<file path="src/rtl/regfile_wb_arbiter.sv">
// Writeback arbiter between the ALU and load paths for the register-file write
// port, with a busy-mask scoreboard for outstanding destination registers.
module regfile_wb_arbiter (
    input  logic        clock,
    input  logic        reset,
    input  logic        alu_valid,
    input  logic [4:0]  alu_reg,
    input  logic [63:0] alu_data,
    output logic        alu_ready,
    input  logic        mem_valid,
    input  logic [4:0]  mem_reg,
    input  logic [63:0] mem_data,
    output logic        mem_ready,
    output logic        RegWrite,
    output logic [4:0]  Write_register,
    output logic [63:0] Write_data,
    input  logic        issue_valid,
    input  logic [4:0]  issue_reg,
    input  logic [4:0]  query_reg_1,
    input  logic [4:0]  query_reg_2,
    output logic        hazard_1,
    output logic        hazard_2,
    output logic [5:0]  busy_count
);

    localparam int unsigned REG_W    = 5;
    localparam int unsigned DATA_W   = 64;
    localparam int unsigned NUM_REGS = 32;
    localparam int unsigned CNT_W    = 6;
    localparam logic [REG_W-1:0] XZR = REG_W'(31);

    typedef enum logic {
        GRANT_ALU = 1'b0,
        GRANT_MEM = 1'b1
    } grant_e;

    grant_e              last_grant;
    logic                contended;
    logic                alu_acc;
    logic                mem_acc;
    logic                wr_acc;
    logic [REG_W-1:0]    wr_reg;
    logic [DATA_W-1:0]   wr_data;
    logic [NUM_REGS-1:0] busy;
    logic [NUM_REGS-1:0] busy_nxt;
    logic [CNT_W-1:0]    cnt_nxt;

    // Round-robin arbitration: on contention the loser of the last contended cycle wins.
    always_comb begin
        contended = alu_valid && mem_valid;
        alu_ready = 1'b0;
        mem_ready = 1'b0;
        if (!reset) begin
            alu_ready = !contended || (last_grant == GRANT_MEM);
            mem_ready = !contended || (last_grant == GRANT_ALU);
        end
        alu_acc = alu_valid && alu_ready;
        mem_acc = mem_valid && mem_ready;
        wr_acc  = alu_acc || mem_acc;
        wr_reg  = mem_acc ? mem_reg  : alu_reg;
        wr_data = mem_acc ? mem_data : alu_data;
    end

    // Next busy mask (issue applied after clear so issue wins) and its population count.
    always_comb begin
        busy_nxt = busy;
        if (wr_acc && (wr_reg != XZR)) begin
            busy_nxt[wr_reg] = 1'b0;
        end
        if (issue_valid && (issue_reg != XZR)) begin
            busy_nxt[issue_reg] = 1'b1;
        end
        cnt_nxt = '0;
        for (int i = 0; i < int'(NUM_REGS); i++) begin
            cnt_nxt = cnt_nxt + CNT_W'(busy_nxt[i]);
        end
    end

    // Operand hazard lookup; XZR is never pending.
    always_comb begin
        hazard_1 = (query_reg_1 != XZR) && busy[query_reg_1];
        hazard_2 = (query_reg_2 != XZR) && busy[query_reg_2];
    end

    // Registered write port, grant history and scoreboard state.
    always_ff @(posedge clock) begin
        if (reset) begin
            last_grant     <= GRANT_ALU;
            RegWrite       <= 1'b0;
            Write_register <= '0;
            Write_data     <= '0;
            busy           <= '0;
            busy_count     <= '0;
        end else begin
            if (contended) begin
                last_grant <= mem_acc ? GRANT_MEM : GRANT_ALU;
            end
            RegWrite <= wr_acc && (wr_reg != XZR);
            if (wr_acc) begin
                Write_register <= wr_reg;
                Write_data     <= wr_data;
            end
            busy       <= busy_nxt;
            busy_count <= cnt_nxt;
        end
    end

endmodule

</file>
<file path="config.mk">
export PLATFORM = sky130hd
export DESIGN_NAME = regfile_wb_arbiter
export DESIGN_NICKNAME = d
export VERILOG_FILES = /design/src/rtl/regfile_wb_arbiter.sv
export SDC_FILE = /design/constraint.sdc
export NUM_CORES = 1
export LEC_CHECK = 0
export ABC_AREA = 1
export CORE_MARGIN = 1.5
export CORE_UTILIZATION = 48
export DETAILED_ROUTE_END_ITERATION = 12
export PLACE_DENSITY_LB_ADDON = 0.3
export SETUP_SLACK_MARGIN = 0.15
export SYNTH_ARGS = -nofsm -noshare
export SYNTH_HDL_FRONTEND = slang
export SYNTH_SLANG_ARGS = --single-unit
</file>
<file path="constraint.sdc">
create_clock -name clock -period 12.2 [get_ports clock]
set_clock_uncertainty 0.1 [all_clocks]
set_input_delay 1.22 -clock clock [delete_from_list [all_inputs] [get_ports clock]]
set_output_delay 1.22 -clock clock [all_outputs]
set_load 0.005 [all_outputs]
</file>
# Yosys cells after proc, flatten, opt, wreduce, memory -nomap -nowiden
# Index checks and enable logic that the tools add are counted.
# totals
output_inout_bits	80
input_bits	158
ff_bits	109
# op_classes
n_lt_le_gt_ge	6
n_eq_ne	4
n_reduce_logical	13
n_mux	15
bitwise_logic	4
n_addsub	31
# op_table
cell	count
6-bit by 1-bit adder with 6-bit output	26
32-bit two-way mux	2
64-bit two-way mux	1
32-bit AND	1
32-bit NOT	1
32-bit bitwise OR	1
5-bit by 6-bit < comparator with 1-bit output, second input constant	4
5-bit != test, second input constant	4
1-bit binary-select mux with 5-bit select	2
1-bit demux with 5-bit select	2
5-bit by 1-bit greater-or-equal comparator with 1-bit output, second input constant	2
1-bit logical AND	9
1-bit two-way mux	7
5-bit by 1-bit adder with 6-bit output	1
4-bit by 1-bit adder with 5-bit output	1
5-bit two-way mux	1
3-bit by 1-bit adder with 4-bit output	1
2-bit by 1-bit adder with 3-bit output	1
1-bit logical OR	3
1-bit by 1-bit adder with 2-bit output	1
1-bit logical NOT	1
1-bit NOT	1

# Depth between registers and ports, before layout
# depth
depth_word	46
ltp_mapped	29
ltp_nobuf	27

# Worst setup path before layout
# Ideal clock, no wire load.
# synth_path
path_kind	input-to-reg
startpoint	in mem_valid
endpoint	reg busy_count[4]
setup_ns	0.120
slack_ns	5.650
arrival_ns	6.330
cell_stages	24
cell_sequence	buf_6 -> nand3_4 -> buf_6 -> nand2_1 -> o21ai_2 -> nor2_1 -> nand2_2 -> o21ai_0 -> nand2_1 -> fa_1 -> inv_1 -> fa_1 -> fa_1 -> fa_1 -> fa_1 -> inv_1 -> fa_1 -> ha_1 -> inv_1 -> fa_1 -> o21bai_1 -> a21oi_1 -> o21ai_0 -> a21oi_1
# synth_between
elab_chain_len	46
elab_cells_between_ends	53
cone_classes	31 x add/sub; 2 x order compare; 1 x eq/ne; 7 x mux; 3 x bitwise; 9 x reduce/logical
# synth_rtl
element	line_no	text
start: declaration	10	input logic mem_valid,
1-bit logical AND	50	contended = alu_valid && mem_valid;
1-bit logical NOT	54, 55	
1-bit logical OR	55	mem_ready = !contended || (last_grant == GRANT_ALU);
1-bit two-way mux	53	if (!reset) begin
1-bit logical AND	58	mem_acc = mem_valid && mem_ready;
5-bit two-way mux	60	wr_reg = mem_acc ? mem_reg : alu_reg;
5-bit by 6-bit < comparator with 1-bit output (implied by the code) or 5-bit by 1-bit greater-or-equal comparator with 1-bit output (tied branches)	68	busy_nxt[wr_reg] = 1'b0;
1-bit logical AND (implied by the code)	68	
[... 6 more ...]	n/a	
32-bit two-way mux *	70	if (issue_valid && (issue_reg != XZR)) begin
net busy_nxt[1]	45	logic [NUM_REGS-1:0] busy_nxt;
1-bit by 1-bit adder with 2-bit output *	75	cnt_nxt = cnt_nxt + CNT_W'(busy_nxt[i]);
2-bit by 1-bit adder with 3-bit output *	75	
3-bit by 1-bit adder with 4-bit output *	75	
4-bit by 1-bit adder with 5-bit output *	75	
5-bit by 1-bit adder with 6-bit output *	75	
6-bit by 1-bit adder with 6-bit output * (26 in a row)	75	
end signal: assignment	104	busy_count <= cnt_nxt;
end: declaration	23	output logic [5:0] busy_count
# Mark *: on every way through the listed nets, which the timed path passes. The rest lies on a longest branch.
# A chain may end at the register's enable or synchronous reset.

# Worst setup path after layout
# Ends and elaborated chain as after synthesis.

==> results.md <==
- Clock latency at the later pin of the worst-skew pair: 360 ps
- Vertical die dimension: 118 um
- WL met2: 10.2 mm
- Antenna viol nets, final: 0
- Post-synthesis sequential area ratio: 34.6%
- Synth top area share: 34.6%
- Synthesized area per cell: 7.10 um^2
- Post-CTS Setup Inserts: 0
- First-pass GRT wire length: 34.6 mm
- Pre-CTS setup slack: 3730 ps
- Max-Cap Viols: 0
- Hold buffers post-CTS: 0
- RSZ-0062 raised after global routing: false
- Global-route total usage across every layer: 31.5%
- Vias in the first global route: 6,604
- Comb power frac: 23.7%
- Highest Signal Layer: met4
- Hpwl dp: 15.9 mm
- Worst VDD drop: 60.8 uV
- Hold_ws: 376 ps
- Clock Root Buffer: clkbuf_16
- Clk pwr share: 33.4%
- Leakage: 3.52 nW
- Wl on met1: 8.75 mm
- Ranking of synthesized cells by area: dfxtp_1, o21ai_0, nand3_1
- Worst Path Required: 12,340 ps
- # diodes: 0
- Yosys warns: 0
- Dominant cell type by area after synthesis: dfxtp_1
- WS Path Type: primary input to flip-flop
- Sink Count: 109
- Psw: 0.255 mW
- Slew headroom: 38.0%
- Final period utilization: 67.1%
- Share of power burned in registers: 42.9%
- Tmin final: 8190 ps
- Die W: 118 um
- Post-Synthesis Net Count: 1,076
- Total Wirelength: 21.5 mm
- Final setup violation count: 0
- TritonRoute pass-1 iters: 5
- Top FF cell, synth: dfxtp_1
- Switching Fraction: 28.1%
- Gate Count Post-Synth: 887
- Largest net degree at the start of global routing: 79
- Critical path launch point type: primary input
- CP Data Arrival Time: 8330 ps
- Power Dens Cells: 101 mW/mm^2
- # resized after CTS: 0
- Fmax: 122 MHz
- Unique masters post-synth: 33
- PnR worst setup slack: 4010 ps
- Power Total: 0.910 mW
- # port buffers: 237
- Run status: finished clean
- P&R area growth vs syn: 42.5%
- # IOs: 238
- Violation count after the first detailed-route iteration: 794
- Final net count: 1,274
- Fraction of registers with async set/reset: 0%
- Final routed DRC violation total: 0
- Vias per inst: 5.47
- Share of cells above drive strength 1: 5.41%
- CTS Buffer Depth: 2
- WL per Instance: 17.0 um
- Row cnt: 41
- Core area: 0.0127 mm^2
- #FFs+latches synth: 109
- DR vias: 6,903
- Starting Density: 49.5%
- Mapped Area: 0.00630 mm^2
- Max H-tree Level: 3
- Worst-Margin Slew: 927 ps
- Top-count cell post-synth: o21ai_0
- Synth cell count leaders: o21ai_0, nor2_1, dfxtp_1
- HP Class: flip-flop to flip-flop
- Antenna violations before repair: 0
- GRT overflow: 0
- TritonCTS clock tree: built
- CP Max Fanout: 76
- Slew Viols, Final: 0
- Die ar.: 0.0138 mm^2
- Final Hold Fails: 0
- Setup TNS: 0 ps
- WL met3: 1.72 mm
- CP Capture Type: flip-flop
- RePlAce Congestion: 0.944
- Int Pwr: 0.654 mW
- Clk slew on worst S/H paths: 80 ps
- Number of synthesized flops with an enable pin: 0
- Cts bufs inserted: 9
cells in the final DEF (no fill, tap or decap), types with 24 or more instances in the layout:
cell,instances
o21ai_0,137
o21ai_1,28
nor2_1,132
clkdlybuf4s50_1,236
nand3_1,108
nand2_1,88
fa_1,24
inv_1,84
dfxtp_1,109
a21oi_1,38
power groups by stage:
stage          Sequential (mW)  Combinational [mW]  Clock [mW]
2_1_floorplan            0.399              0.0894           0
3_3_place_gp             0.397               0.210           0
3_5_place_dp             0.398               0.212           0
4_1_cts                  0.390               0.216       0.305
5_1_grt                  0.393               0.236       0.321
6_report                 0.390               0.216       0.304
through the flow:
step                      instances  util, %  cell area [um^2]
after floorplan                 887        -              6300
after global placement         1246     68.3              8680
after detailed placement       1246     68.3              8680
after CTS                      1262     70.6              8980
after global routing           1262     70.6              8980
final                          1262     70.6              8980
final timing paths:
| kind | from | to | slack [ps] | cells past startpoint |
|---|---|---|---|---|
| worst min-delay path | Write_data[59] | Write_data[59] | 380 | 2 |
| worst max register to register | last_grant | busy_count[4] | 5370 | 23 |
| worst min register to register | Write_data[59] | Write_data[59] | 380 | 2 |
| worst max-delay path | mem_valid | busy_count[4] | 4010 | 24 |
sequential cells by signal (all words and copies together), names as in the netlist:
name            cells
Write_register      5
RegWrite            1
Write_data         64
last_grant          1
busy_count          6
busy               32
layer usage:
layer / up-vias / GRT usage, %
li1: 3349 / -
met1: 3175 / 39.7
met2: 324 / 51.8
met3: 55 / 6.40
met4: 0 / 14.9
met5: - / 0
area by class of cell:
cell class / count / area [um^2]
Clock buffer: 11 / 233
Clock inverter: 5 / 63.8
Fill cell: 1084 / 3740
Inverter: 86 / 323
Multi-Input combinational cell: 638 / 3570
Sequential cell: 109 / 2180
Tap cell: 172 / 215
Timing Repair Buffer: 241 / 2400
kinds of logic (layout without fill, tap and decap cells):
kind of cell	count (synthesis)	after routing	synth area share, %
and+or+nand+nor	368	368	26.9
DFF	109	109	34.6
buffers and inverters	140	343	8.84
AOI/OAI and AO/OA	239	239	20.7
adders and majority gates	31	31	9.02
worst max-delay path, cell delays in order:
cell	delay (ps)
clkdlybuf4s50_1	690
nand3_4	270
nand3_4	670
nand2_1	290
o21ai_2	140
nor2_1	240
nand2_2	160
o21ai_0	260
nand2_1	120
fa_1	550
inv_1	60
fa_1	540
fa_1	450
fa_1	520
fa_1	530
inv_1	50
fa_1	480
ha_1	170
inv_1	60
fa_1	390
o21bai_1	150
a21oi_1	90
o21ai_0	170
a21oi_1	50
No activity file was read; power rests on OpenSTA's default activity.
